==> src/rtl/rr_arbitrated_fifos_if.sv <==
`default_nettype none
// ============================================================================
// Module   : rr_arbitrated_fifos_if
// Purpose  : Bundle of the producer-side and consumer-side signals of the
//            round-robin arbitrated FIFO block.
// Ports    : push / flat_data_in        per-channel write strobes and data
//            full / empty               per-channel FIFO status
//            out_vld / out_rdy          output valid/ready handshake
//            data_out / out_tag         output entry and its source channel
//            gnt                        one-hot pop strobe
//            err_ovf                    sticky overflow flag
// Modports : master - environment side (drives push, data, out_rdy)
//            slave  - the arbitrated FIFO block itself
// Revision : 1.0 - initial release
// ============================================================================
interface rr_arbitrated_fifos_if #(
    parameter int NUM_FIFOS = 4,
    parameter int WIDTH     = 8,
    parameter int TAGWIDTH  = $clog2(NUM_FIFOS)
);
    logic [NUM_FIFOS-1:0]       push;
    logic [NUM_FIFOS*WIDTH-1:0] flat_data_in;
    logic [NUM_FIFOS-1:0]       full;
    logic [NUM_FIFOS-1:0]       empty;
    logic                       out_vld;
    logic                       out_rdy;
    logic [WIDTH-1:0]           data_out;
    logic [TAGWIDTH-1:0]        out_tag;
    logic [NUM_FIFOS-1:0]       gnt;
    logic                       err_ovf;

    modport master (
        output push,
        output flat_data_in,
        output out_rdy,
        input  full,
        input  empty,
        input  out_vld,
        input  data_out,
        input  out_tag,
        input  gnt,
        input  err_ovf
    );

    modport slave (
        input  push,
        input  flat_data_in,
        input  out_rdy,
        output full,
        output empty,
        output out_vld,
        output data_out,
        output out_tag,
        output gnt,
        output err_ovf
    );
endinterface
`default_nettype wire

==> src/rtl/rr_arbitrated_fifos.sv <==
`default_nettype none
// ============================================================================
// Module   : rr_arbitrated_fifos
// Purpose  : N-channel input buffer. Every channel owns a circular,
//            count-based FIFO; a round-robin arbiter drains the FIFOs onto a
//            single valid/ready output and tags each entry with its source.
// Ports    : clk        single clock, all logic on posedge
//            rst        synchronous active-high reset
//            bus        rr_arbitrated_fifos_if.slave
//              push[N]         per-channel write strobe
//              flat_data_in    channel i at [(i+1)*WIDTH-1 : i*WIDTH]
//              full[N]/empty[N] per-channel status
//              out_vld/out_rdy output handshake
//              data_out        selected entry (0 when not valid)
//              out_tag         source channel of data_out (0 when not valid)
//              gnt[N]          one-hot pop strobe
//              err_ovf         sticky: push seen on a full channel
// Config   : OUT_REG_EN  when defined, a one-entry output register (oreg)
//            sits between the arbiter and the output; the oreg load is the
//            pop. When undefined the output is combinational from the heads.
// Revision : 1.0 - initial release
// ============================================================================
module rr_arbitrated_fifos #(
    parameter int NUM_FIFOS = 4,
    parameter int WIDTH     = 8,
    parameter int DEPTH     = 4,
    parameter int TAGWIDTH  = $clog2(NUM_FIFOS)
) (
    input  wire logic            clk,
    input  wire logic            rst,
    rr_arbitrated_fifos_if.slave bus
);

    localparam int                  c_PTR_W = $clog2(DEPTH);
    localparam int                  c_CNT_W = c_PTR_W + 1;
    localparam logic [c_CNT_W-1:0]  c_DEPTH = c_CNT_W'(DEPTH);
    localparam logic [TAGWIDTH-1:0] c_LAST  = TAGWIDTH'(NUM_FIFOS - 1);

    // ------------------------------------------------------------------
    // FIFO storage and bookkeeping
    // ------------------------------------------------------------------
    logic [WIDTH-1:0]     r_mem   [NUM_FIFOS][DEPTH];
    logic [c_PTR_W-1:0]   r_wptr  [NUM_FIFOS];
    logic [c_PTR_W-1:0]   r_rptr  [NUM_FIFOS];
    logic [c_CNT_W-1:0]   r_count [NUM_FIFOS];
    logic [WIDTH-1:0]     w_head  [NUM_FIFOS];

    logic [NUM_FIFOS-1:0] w_full;
    logic [NUM_FIFOS-1:0] w_empty;
    logic [NUM_FIFOS-1:0] w_wr;
    logic [NUM_FIFOS-1:0] w_pop;

    // Arbitration
    logic [TAGWIDTH-1:0]  r_rr;
    logic [TAGWIDTH-1:0]  w_search;
    logic [TAGWIDTH-1:0]  w_sel;
    logic                 w_any;
    logic                 w_take;

    logic                 r_err_ovf;

    genvar gi;
    generate
        for (gi = 0; gi < NUM_FIFOS; gi++) begin : g_fifo
            assign w_full[gi]  = (r_count[gi] == c_DEPTH);
            assign w_empty[gi] = (r_count[gi] == '0);
            // A push into a full channel is dropped even if that channel
            // pops in the same cycle.
            assign w_wr[gi]    = bus.push[gi] & ~w_full[gi];
            assign w_head[gi]  = r_mem[gi][r_rptr[gi]];
        end
    endgenerate

    assign bus.full  = w_full;
    assign bus.empty = w_empty;
    assign w_any     = ~&w_empty;

    always_ff @(posedge clk) begin
        if (rst) begin
            for (int i = 0; i < NUM_FIFOS; i++) begin
                r_wptr[i]  <= '0;
                r_rptr[i]  <= '0;
                r_count[i] <= '0;
            end
        end else begin
            for (int i = 0; i < NUM_FIFOS; i++) begin
                if (w_wr[i]) begin
                    r_wptr[i] <= r_wptr[i] + c_PTR_W'(1);
                end
                if (w_pop[i]) begin
                    r_rptr[i] <= r_rptr[i] + c_PTR_W'(1);
                end
                // Simultaneous write and pop leaves the count unchanged,
                // including the pop-to-empty case where the new entry stays.
                case ({w_wr[i], w_pop[i]})
                    2'b10:   r_count[i] <= r_count[i] + c_CNT_W'(1);
                    2'b01:   r_count[i] <= r_count[i] - c_CNT_W'(1);
                    default: r_count[i] <= r_count[i];
                endcase
            end
        end
    end

    // Entry storage carries no reset; stale words are unreachable once the
    // pointers and counts are cleared.
    always_ff @(posedge clk) begin
        for (int i = 0; i < NUM_FIFOS; i++) begin
            if (w_wr[i]) begin
                r_mem[i][r_wptr[i]] <= bus.flat_data_in[i*WIDTH +: WIDTH];
            end
        end
    end

    // ------------------------------------------------------------------
    // Round-robin search: priority rr, rr+1, ..., NUM_FIFOS-1, 0, ..., rr-1
    // ------------------------------------------------------------------
    always_comb begin
        int   w_idx;
        logic w_found;
        w_search = '0;
        w_found  = 1'b0;
        w_idx    = 0;
        for (int k = 0; k < NUM_FIFOS; k++) begin
            w_idx = int'(r_rr) + k;
            if (w_idx >= NUM_FIFOS) begin
                w_idx = w_idx - NUM_FIFOS;
            end
            if (!w_found && !w_empty[w_idx]) begin
                w_found  = 1'b1;
                w_search = TAGWIDTH'(w_idx);
            end
        end
    end

    // One-hot pop strobe for the selected channel
    always_comb begin
        w_pop = '0;
        for (int i = 0; i < NUM_FIFOS; i++) begin
            w_pop[i] = w_take && (w_sel == TAGWIDTH'(i));
        end
    end

    assign bus.gnt = w_pop;

    always_ff @(posedge clk) begin
        if (rst) begin
            r_rr <= '0;
        end else if (w_take) begin
            r_rr <= (w_sel == c_LAST) ? '0 : w_sel + TAGWIDTH'(1);
        end
    end

    // ------------------------------------------------------------------
    // Output path
    // ------------------------------------------------------------------
`ifdef OUT_REG_EN
    logic                r_oreg_vld;
    logic [WIDTH-1:0]    r_oreg_data;
    logic [TAGWIDTH-1:0] r_oreg_tag;

    assign w_sel  = w_search;
    // The oreg load is the pop; it refills in the same cycle the consumer
    // takes the current entry, keeping one entry per cycle.
    assign w_take = w_any & (~r_oreg_vld | bus.out_rdy);

    always_ff @(posedge clk) begin
        if (rst) begin
            r_oreg_vld  <= 1'b0;
            r_oreg_data <= '0;
            r_oreg_tag  <= '0;
        end else if (w_take) begin
            r_oreg_vld  <= 1'b1;
            r_oreg_data <= w_head[w_sel];
            r_oreg_tag  <= w_sel;
        end else if (bus.out_rdy) begin
            r_oreg_vld  <= 1'b0;
            r_oreg_data <= '0;
            r_oreg_tag  <= '0;
        end
    end

    assign bus.out_vld  = r_oreg_vld;
    assign bus.data_out = r_oreg_data;
    assign bus.out_tag  = r_oreg_tag;
`else
    // While the consumer stalls, the selection is frozen so that a push into
    // a higher-priority empty channel cannot swap the presented entry. The
    // locked channel cannot drain meanwhile because no pop occurs.
    logic                r_lock;
    logic [TAGWIDTH-1:0] r_lock_sel;

    assign w_sel  = r_lock ? r_lock_sel : w_search;
    assign w_take = w_any & bus.out_rdy;

    always_ff @(posedge clk) begin
        if (rst) begin
            r_lock     <= 1'b0;
            r_lock_sel <= '0;
        end else begin
            r_lock     <= w_any & ~bus.out_rdy;
            r_lock_sel <= w_sel;
        end
    end

    assign bus.out_vld  = w_any;
    assign bus.data_out = w_any ? w_head[w_sel] : '0;
    assign bus.out_tag  = w_any ? w_sel : '0;
`endif

    // ------------------------------------------------------------------
    // Sticky overflow flag
    // ------------------------------------------------------------------
    always_ff @(posedge clk) begin
        if (rst) begin
            r_err_ovf <= 1'b0;
        end else if (|(bus.push & w_full)) begin
            r_err_ovf <= 1'b1;
        end
    end

    assign bus.err_ovf = r_err_ovf;

endmodule
`default_nettype wire

==> src/flat_wrapper.sv <==
// flat-port wrapper written by rule: the top's interface ports become plain ports
module rr_arbitrated_fifos_flat 
#(
    parameter int NUM_FIFOS = 4,
    parameter int WIDTH     = 8,
    parameter int DEPTH     = 4,
    parameter int TAGWIDTH  = $clog2(NUM_FIFOS)
)
  (clk, rst, bus_push, bus_flat_data_in, bus_out_rdy, bus_full, bus_empty, bus_out_vld, bus_data_out, bus_out_tag, bus_gnt, bus_err_ovf);
  rr_arbitrated_fifos_if #(.NUM_FIFOS(NUM_FIFOS), .WIDTH(WIDTH), .TAGWIDTH(TAGWIDTH)) bus_i ();
  input  wire logic clk;
  input  wire logic rst;
  input wire logic [$bits(bus_i.push)-1:0] bus_push;
  input wire logic [$bits(bus_i.flat_data_in)-1:0] bus_flat_data_in;
  input wire logic [$bits(bus_i.out_rdy)-1:0] bus_out_rdy;
  output wire logic [$bits(bus_i.full)-1:0] bus_full;
  output wire logic [$bits(bus_i.empty)-1:0] bus_empty;
  output wire logic [$bits(bus_i.out_vld)-1:0] bus_out_vld;
  output wire logic [$bits(bus_i.data_out)-1:0] bus_data_out;
  output wire logic [$bits(bus_i.out_tag)-1:0] bus_out_tag;
  output wire logic [$bits(bus_i.gnt)-1:0] bus_gnt;
  output wire logic [$bits(bus_i.err_ovf)-1:0] bus_err_ovf;
  assign bus_i.push = bus_push;
  assign bus_i.flat_data_in = bus_flat_data_in;
  assign bus_i.out_rdy = bus_out_rdy;
  assign bus_full = bus_i.full;
  assign bus_empty = bus_i.empty;
  assign bus_out_vld = bus_i.out_vld;
  assign bus_data_out = bus_i.data_out;
  assign bus_out_tag = bus_i.out_tag;
  assign bus_gnt = bus_i.gnt;
  assign bus_err_ovf = bus_i.err_ovf;
  rr_arbitrated_fifos #(.NUM_FIFOS(NUM_FIFOS), .WIDTH(WIDTH), .DEPTH(DEPTH), .TAGWIDTH(TAGWIDTH)) u_core (.clk(clk), .rst(rst), .bus(bus_i));
endmodule
==> config.mk <==
export PLATFORM = sky130hd
export DESIGN_NAME = rr_arbitrated_fifos_flat
export DESIGN_NICKNAME = d
export VERILOG_FILES = /design/src/rtl/rr_arbitrated_fifos_if.sv /design/src/rtl/rr_arbitrated_fifos.sv /design/src/flat_wrapper.sv
export SDC_FILE = /design/constraint.sdc
export NUM_CORES = 1
export LEC_CHECK = 0
export CELL_PAD_IN_SITES_DETAIL_PLACEMENT = 1
export CELL_PAD_IN_SITES_GLOBAL_PLACEMENT = 2
export CORE_ASPECT_RATIO = 2
export CORE_MARGIN = 3
export CORE_UTILIZATION = 46
export DETAILED_ROUTE_END_ITERATION = 10
export PLACE_DENSITY_LB_ADDON = 0.1
export SLEW_MARGIN = 20
export SYNTH_ARGS = -nofsm -noshare
export SYNTH_HDL_FRONTEND = slang
export SYNTH_SLANG_ARGS = --single-unit
==> constraint.sdc <==
create_clock -name clk -period 10.2 [get_ports clk]
set_clock_uncertainty 0.05 [all_clocks]
set_input_delay 1.02 -clock clk [delete_from_list [all_inputs] [get_ports clk]]
set_output_delay 1.02 -clock clk [all_outputs]
set_load 0.01 [all_outputs]
==> results of run 1 <==
cell usage after synthesis, types with 2 or more instances:
cell type	count	area share
edfxtp_1	156	0.65
mux4_2	32	0.099
ha_1	28	0.048
inv_1	28	0.015
nor3_1	24	0.017
mux2i_1	18	0.025
nor2_1	17	0.0088
and2_1	13	0.011
nand2b_1	12	0.010
a21oi_1	10	0.0069
nand2_1	10	0.0052
buf_1	8	0.0041
o22ai_1	8	0.0069
and3_1	7	0.0060
clkbuf_1	6	0.0031
dfxtp_1	6	0.017
nor3b_1	5	0.0052
o21bai_1	5	0.0052
nand3_1	4	0.0028
xnor2_1	4	0.0048
buf_4	3	0.0031
fa_1	3	0.0083
nor2b_1	3	0.0026
xor2_1	3	0.0036
a211oi_1	2	0.0021
nor4_1	2	0.0017
or2_2	2	0.0017
or3_1	2	0.0017
registers in the layout (all words and copies together) (netlist names):
register and flops:
u_core.bus.err_ovf 1, u_core.r_count 12, u_core.r_lock 1, u_core.r_lock_sel 2, u_core.r_mem 128, u_core.r_rptr 8, u_core.r_rr 2, u_core.r_wptr 8
layer usage:
metal  vias to the layer above  part of all wire
li1                       1824                 -
met1                      1977              0.36
met2                        53              0.61
met3                        16             0.019
met4                         0             0.015
met5                         -                 0
path summary, 6_finish.rpt:
check                             from                    to  slack (ps)  depth (start not counted)
hold reg to reg     u_core.bus.err_ovf    u_core.bus.err_ovf         530                          2
setup / recovery  u_core.r_count[0][0]            bus_gnt[3]        5670                          9
hold / removal      u_core.bus.err_ovf    u_core.bus.err_ovf         530                          2
setup reg to reg  u_core.r_count[2][0]  u_core.r_count[1][2]        6400                         14
cell families after synthesis:
family / share of synthesized area
buffers and inverters: 0.0276
DFF: 0.663
muxes: 0.124
and+or+nand+nor: 0.0829
xor gates and xnor gates: 0.00846
adders and majority gates: 0.0566
AOI/OAI and AO/OA: 0.0373
power groups by stage:
stage	clock network, W	logic, W	registers, W
floorplan	0	0.000530	0.000884
global placement	0	0.000781	0.000932
detailed placement	0	0.000799	0.000941
CTS	0.000679	0.000805	0.000927
global route	0.000712	0.000863	0.000937
finish	0.000665	0.000785	0.000922
through the flow:
stage	worst slack [ps]	utilization	instance area [sq um]	power, W
after floorplan	6800	-	7250	0.00141
after global placement	6130	0.524	8050	0.00171
after detailed placement	6050	0.524	8050	0.00174
after CTS	5600	0.564	8670	0.00241
after global routing	5350	0.564	8670	0.00251
final	5670	0.564	8670	0.00237
worst max-delay path, stage by stage (launching register included):
cell             delay [ps]
edfxtp_1                420
nor3_1                  550
nand3_1                 170
a211oi_1                530
nor3_4                  160
clkinv_2                170
ha_1                    160
nand3_1                 180
inv_1                   150
clkdlybuf4s50_1         550
final cells by class:
cell class                 count  area, sq um  share of cell area
inverter                      29          110              0.0127
clock inverter                14          191              0.0221
timing repair buffer          64          636              0.0733
multi-input combinational    232         2250               0.260
clock buffer                  18          429              0.0495
sequential                   162         4800               0.554
tap                          198          248              0.0286
==> results.toml, run 1 <==
[timing]
period_needed_ps = 4530
slew_violations = 0
max_freq_mhz = 221
tightest_slew_ps = 920
finalSetupViolations = 0
rsz0062_at_grt = "no"
setup_tns_ps = 0
relSlewSlack = 0.383
hold_slack_ps = 526
period_share = 0.444
finalHoldViolCount = 0

[routing]
drc = 0
via_count = 3870
ant_nets = 0
drt_iter0_drc = 199
wl_per_cell_um = 21.1
viasPerCell = 5.40
dr.pass1.iters = 4
routed_wl_mm = 15.2

[critical_path]
crit_fanout = 11
crit_path_start_kind = "flop"
criticalPathCategory = "reg -> out"
required_ps = 9130
end_kind = "primary output"
cp_data_arrival_time_ps = 3460

[power]
combPwrFrac = 0.331
leakage_nw = 3.03
swShare = 0.320
clockPowerShare = 0.280
power_frac_seq = 0.389
power_switching_w = 0.000758
power.density_nw_per_um2 = 274
irDropWorstVdd_uv = 137
intPower_w = 0.00161

[clock_tree]
cts_buffer_depth = 2
cts_setup_buffers = 0
htreeDepth = 4
path_clk_slew_ps = 60
clkSinkCount = 162
cts_buffers = 17
cts_tree = "built"
cts_resized = 0
clk_latency_ps = 420
hold_buffers = 0
clockRootBuffer = "clkbuf_16"

[global_routing]
antenna_found_initial = 0
top_usage_layer = "met2"
grt_util_met2 = 0.369
grt_pass1_wl_mm = 24.4
grt_start_max_net_pins = 47
grt.total_usage = 0.194
grt_pass1_vias = 4271
grtUsageMet1 = 0.212
grt_overflow_total = 0
use_met3 = 0.0291

[floorplan]
num_io_pins = 63
rows = 64
die_x_um = 94.8
die-height_um = 184
die-area_sq_um = 17400
core_region_area_sq_um = 15400
initial_utilization = 0.471

[placement]
place_congestion = 0.795
dp_cells = 685
dp_hpwl_mm = 11.4
port_buffers = 62

[logic_synthesis]
ys_ff_latch = 162
synthDistinctLibCells = 48
seq_area_frac_synth = 0.663
async_reset_ff_frac = 0
syn-num-nets = 511
ys.flop_type = "edfxtp_1"
syn_inst = 441
yosysWarnings = 0
avgSynthCellArea_sq_um = 16.4
synth_enable_flop_cells = 156
netlist_area_sq_um = 7250

[final_layout]
stdcell_count = 717
antenna_cells = 0
final_cell_mix = "156 x edfxtp_1, 62 x clkdlybuf4s50_1, 32 x mux4_2"
mostFrequentLayoutCell = "edfxtp_1"
drive_above_1_share = 0.145
area_growth_pct = 19.7
fin_nets = 576
n_fill_cell = 1467

[min_path]
hp-class = "reg -> reg"

[run_status]
run_status = "finished, final reports clean"

[flow_run]
maxCapViolCount = 0
(Power assumes the default switching activity.)
==> run 2: changes to the inputs <==
Settings changed: CORE_UTILIZATION 46 to 39.
Clock period 10.2 ns to 3.6 ns, I/O delays scaled along.
==> results.toml, run 2 (same netlist as run 1, synthesis figures left out) <==
[run_status]
run_status = "finished, final reports clean"

[clock_tree]
clkSinkCount = 162
clk_latency_ps = 420
cts_tree = "built"
cts_buffers = 17
path_clk_slew_ps = 60
clockRootBuffer = "clkbuf_16"
htreeDepth = 4
cts_buffer_depth = 2

[routing]
wl_met1_mm = 6.01
dr.pass1.iters = 4
drt_iter0_drc = 144
dr_wl_met2_mm = 9.67
ant_nets = 0
drc = 0
viasPerCell = 5.29
wl_per_cell_um = 22.1
via_count = 3953
routed-wl-met3_um = 434
routed_wl_mm = 16.5
top_layer_used = "met4"

[final_layout]
largest_reg_flops = 128
stdcell_area_sq_um = 8840
fin_util = 0.490
n_fill_cell = 1738
final_cell_mix = "156 x edfxtp_1, 57 x clkdlybuf4s50_1, 32 x mux4_2"
stdcell_count = 747
antenna_cells = 0
area_growth_pct = 22.0
fin_nets = 591
drive_above_1_share = 0.185
mostFrequentLayoutCell = "edfxtp_1"

[timing]
hold_slack_ps = 501
slew_violations = 0
period_share = 0.983
rsz0062_at_grt = "yes"
finalHoldViolCount = 0
finalSetupViolations = 0
tightest_slew_ps = 788
max_freq_mhz = 283
relSlewSlack = 0.473
period_needed_ps = 3540

[floorplan]
die-area_sq_um = 20400
core_region_area_sq_um = 18000
die-height_um = 199
num_io_pins = 63
initial_utilization = 0.402
die_x_um = 102
rows = 69

[placement]
placed_area_sq_um = 8130
port_buffers = 62
place_congestion = 0.745
dp_cells = 708
dp_hpwl_mm = 12.0

[critical_path]
endpoint = "bus_data_out[3]"
end_kind = "primary output"
criticalPathCategory = "reg -> out"
required_ps = 3190
crit_path_start_kind = "flop"
startpoint = "u_core.r_count[2][1]"
r2r_end = "u_core.r_count[2][2]"
regToRegSetupSlack_ps = 180
rr_startpoint = "u_core.r_count[2][1]"
crit_fanout = 9
cp_data_arrival_time_ps = 3130
worstRegToRegCells = 13

[global_routing]
grt.total_usage = 0.172
grt_pass1_vias = 4465
grt_pass1_wl_mm = 25.0
antenna_found_initial = 0
grt_start_max_net_pins = 22
grt_overflow_total = 0

[power]
power.density_nw_per_um2 = 773
leakage_nw = 3.11
power_switching_w = 0.00217
swShare = 0.318
intPower_w = 0.00467
combPwrFrac = 0.352
irDropWorstVdd_uv = 391
clockPowerShare = 0.266
power_frac_seq = 0.383

[flow_run]
maxCapViolCount = 0

[min_path]
hp-class = "in -> reg"
-- run 2: cell types whose count changed in the layout (fill, tap and decap cells not counted), sizes merged --
| cell | before | now |
|---|---|---|
| clkinv | 5 | 7 |
| clkdlybuf4s50 | 62 | 57 |
| dlymetal6s2s | 0 | 3 |
| buf | 2 | 17 |
| inv | 35 | 28 |
| clkinvlp | 0 | 5 |
| dlygate4sd2 | 0 | 2 |
-- run 2: area by class of cell --
class | instances | area, sq um | share of cell area
Clock buffer | 18 | 429 | 0.0485
Clock inverter | 14 | 165 | 0.0187
Inverter | 29 | 110 | 0.0124
Multi-Input combinational cell | 232 | 2310 | 0.261
Sequential cell | 162 | 4800 | 0.543
Tap cell | 213 | 267 | 0.0301
Timing Repair Buffer | 79 | 761 | 0.0860
-- run 2: critical path: stages, from the launching register on --
cell and delay, ps:
edfxtp_1 390, or3_4 430, or4_4 510, a211oi_4 320
buf_4 180, o31ai_4 100, o22ai_1 220, clkdlybuf4s50_1 570
-- run 2: power by group through the flow --
stage | sequential (W) | combinational, W | clock [W]
4_1_cts | 0.00263 | 0.00237 | 0.00186
3_5_place_dp | 0.00266 | 0.00231 | 0
2_1_floorplan | 0.00250 | 0.00150 | 0
6_report | 0.00262 | 0.00240 | 0.00182
5_1_grt | 0.00266 | 0.00263 | 0.00193
3_3_place_gp | 0.00264 | 0.00228 | 0
-- run 2: what timing repair did --
item | CTS | global route
setup buffers | 3 | 4
setup endpoints to repair | 9 | 13
pin swaps | 2 | 3
hold buffers | 0 | 0
gates resized for setup | 6 | 13
-- run 2: per-layer routing --
metal | up-vias | track usage
met4 | 0 | 0.0676
li1 | 1850 | -
met3 | 18 | 0.0404
met2 | 64 | 0.327
met1 | 2021 | 0.175
met5 | - | 0
-- run 2: worst min path at each step --
stage                             startpoint                  to  cells past startpoint
after global routing             bus_push[1]  u_core.bus.err_ovf                      3
final                            bus_push[1]  u_core.bus.err_ovf                      3
after detailed placement  u_core.bus.err_ovf  u_core.bus.err_ovf                      2
after floorplan                  bus_out_rdy       u_core.r_lock                      1
after CTS                        bus_push[1]  u_core.bus.err_ovf                      3
after global placement    u_core.bus.err_ovf  u_core.bus.err_ovf                      2
-- run 2: through the flow --
| stage | setup TNS [ps] | worst slack, ps | power, W |
|---|---|---|---|
| finish | 0 | 62.6 | 0.00684 |
| global route | -326 | -84.9 | 0.00722 |
| CTS | 0 | 1.10 | 0.00686 |
| detailed placement | 0 | 79.6 | 0.00498 |
| global placement | 0 | 192 | 0.00492 |
| floorplan | 0 | 199 | 0.00401 |
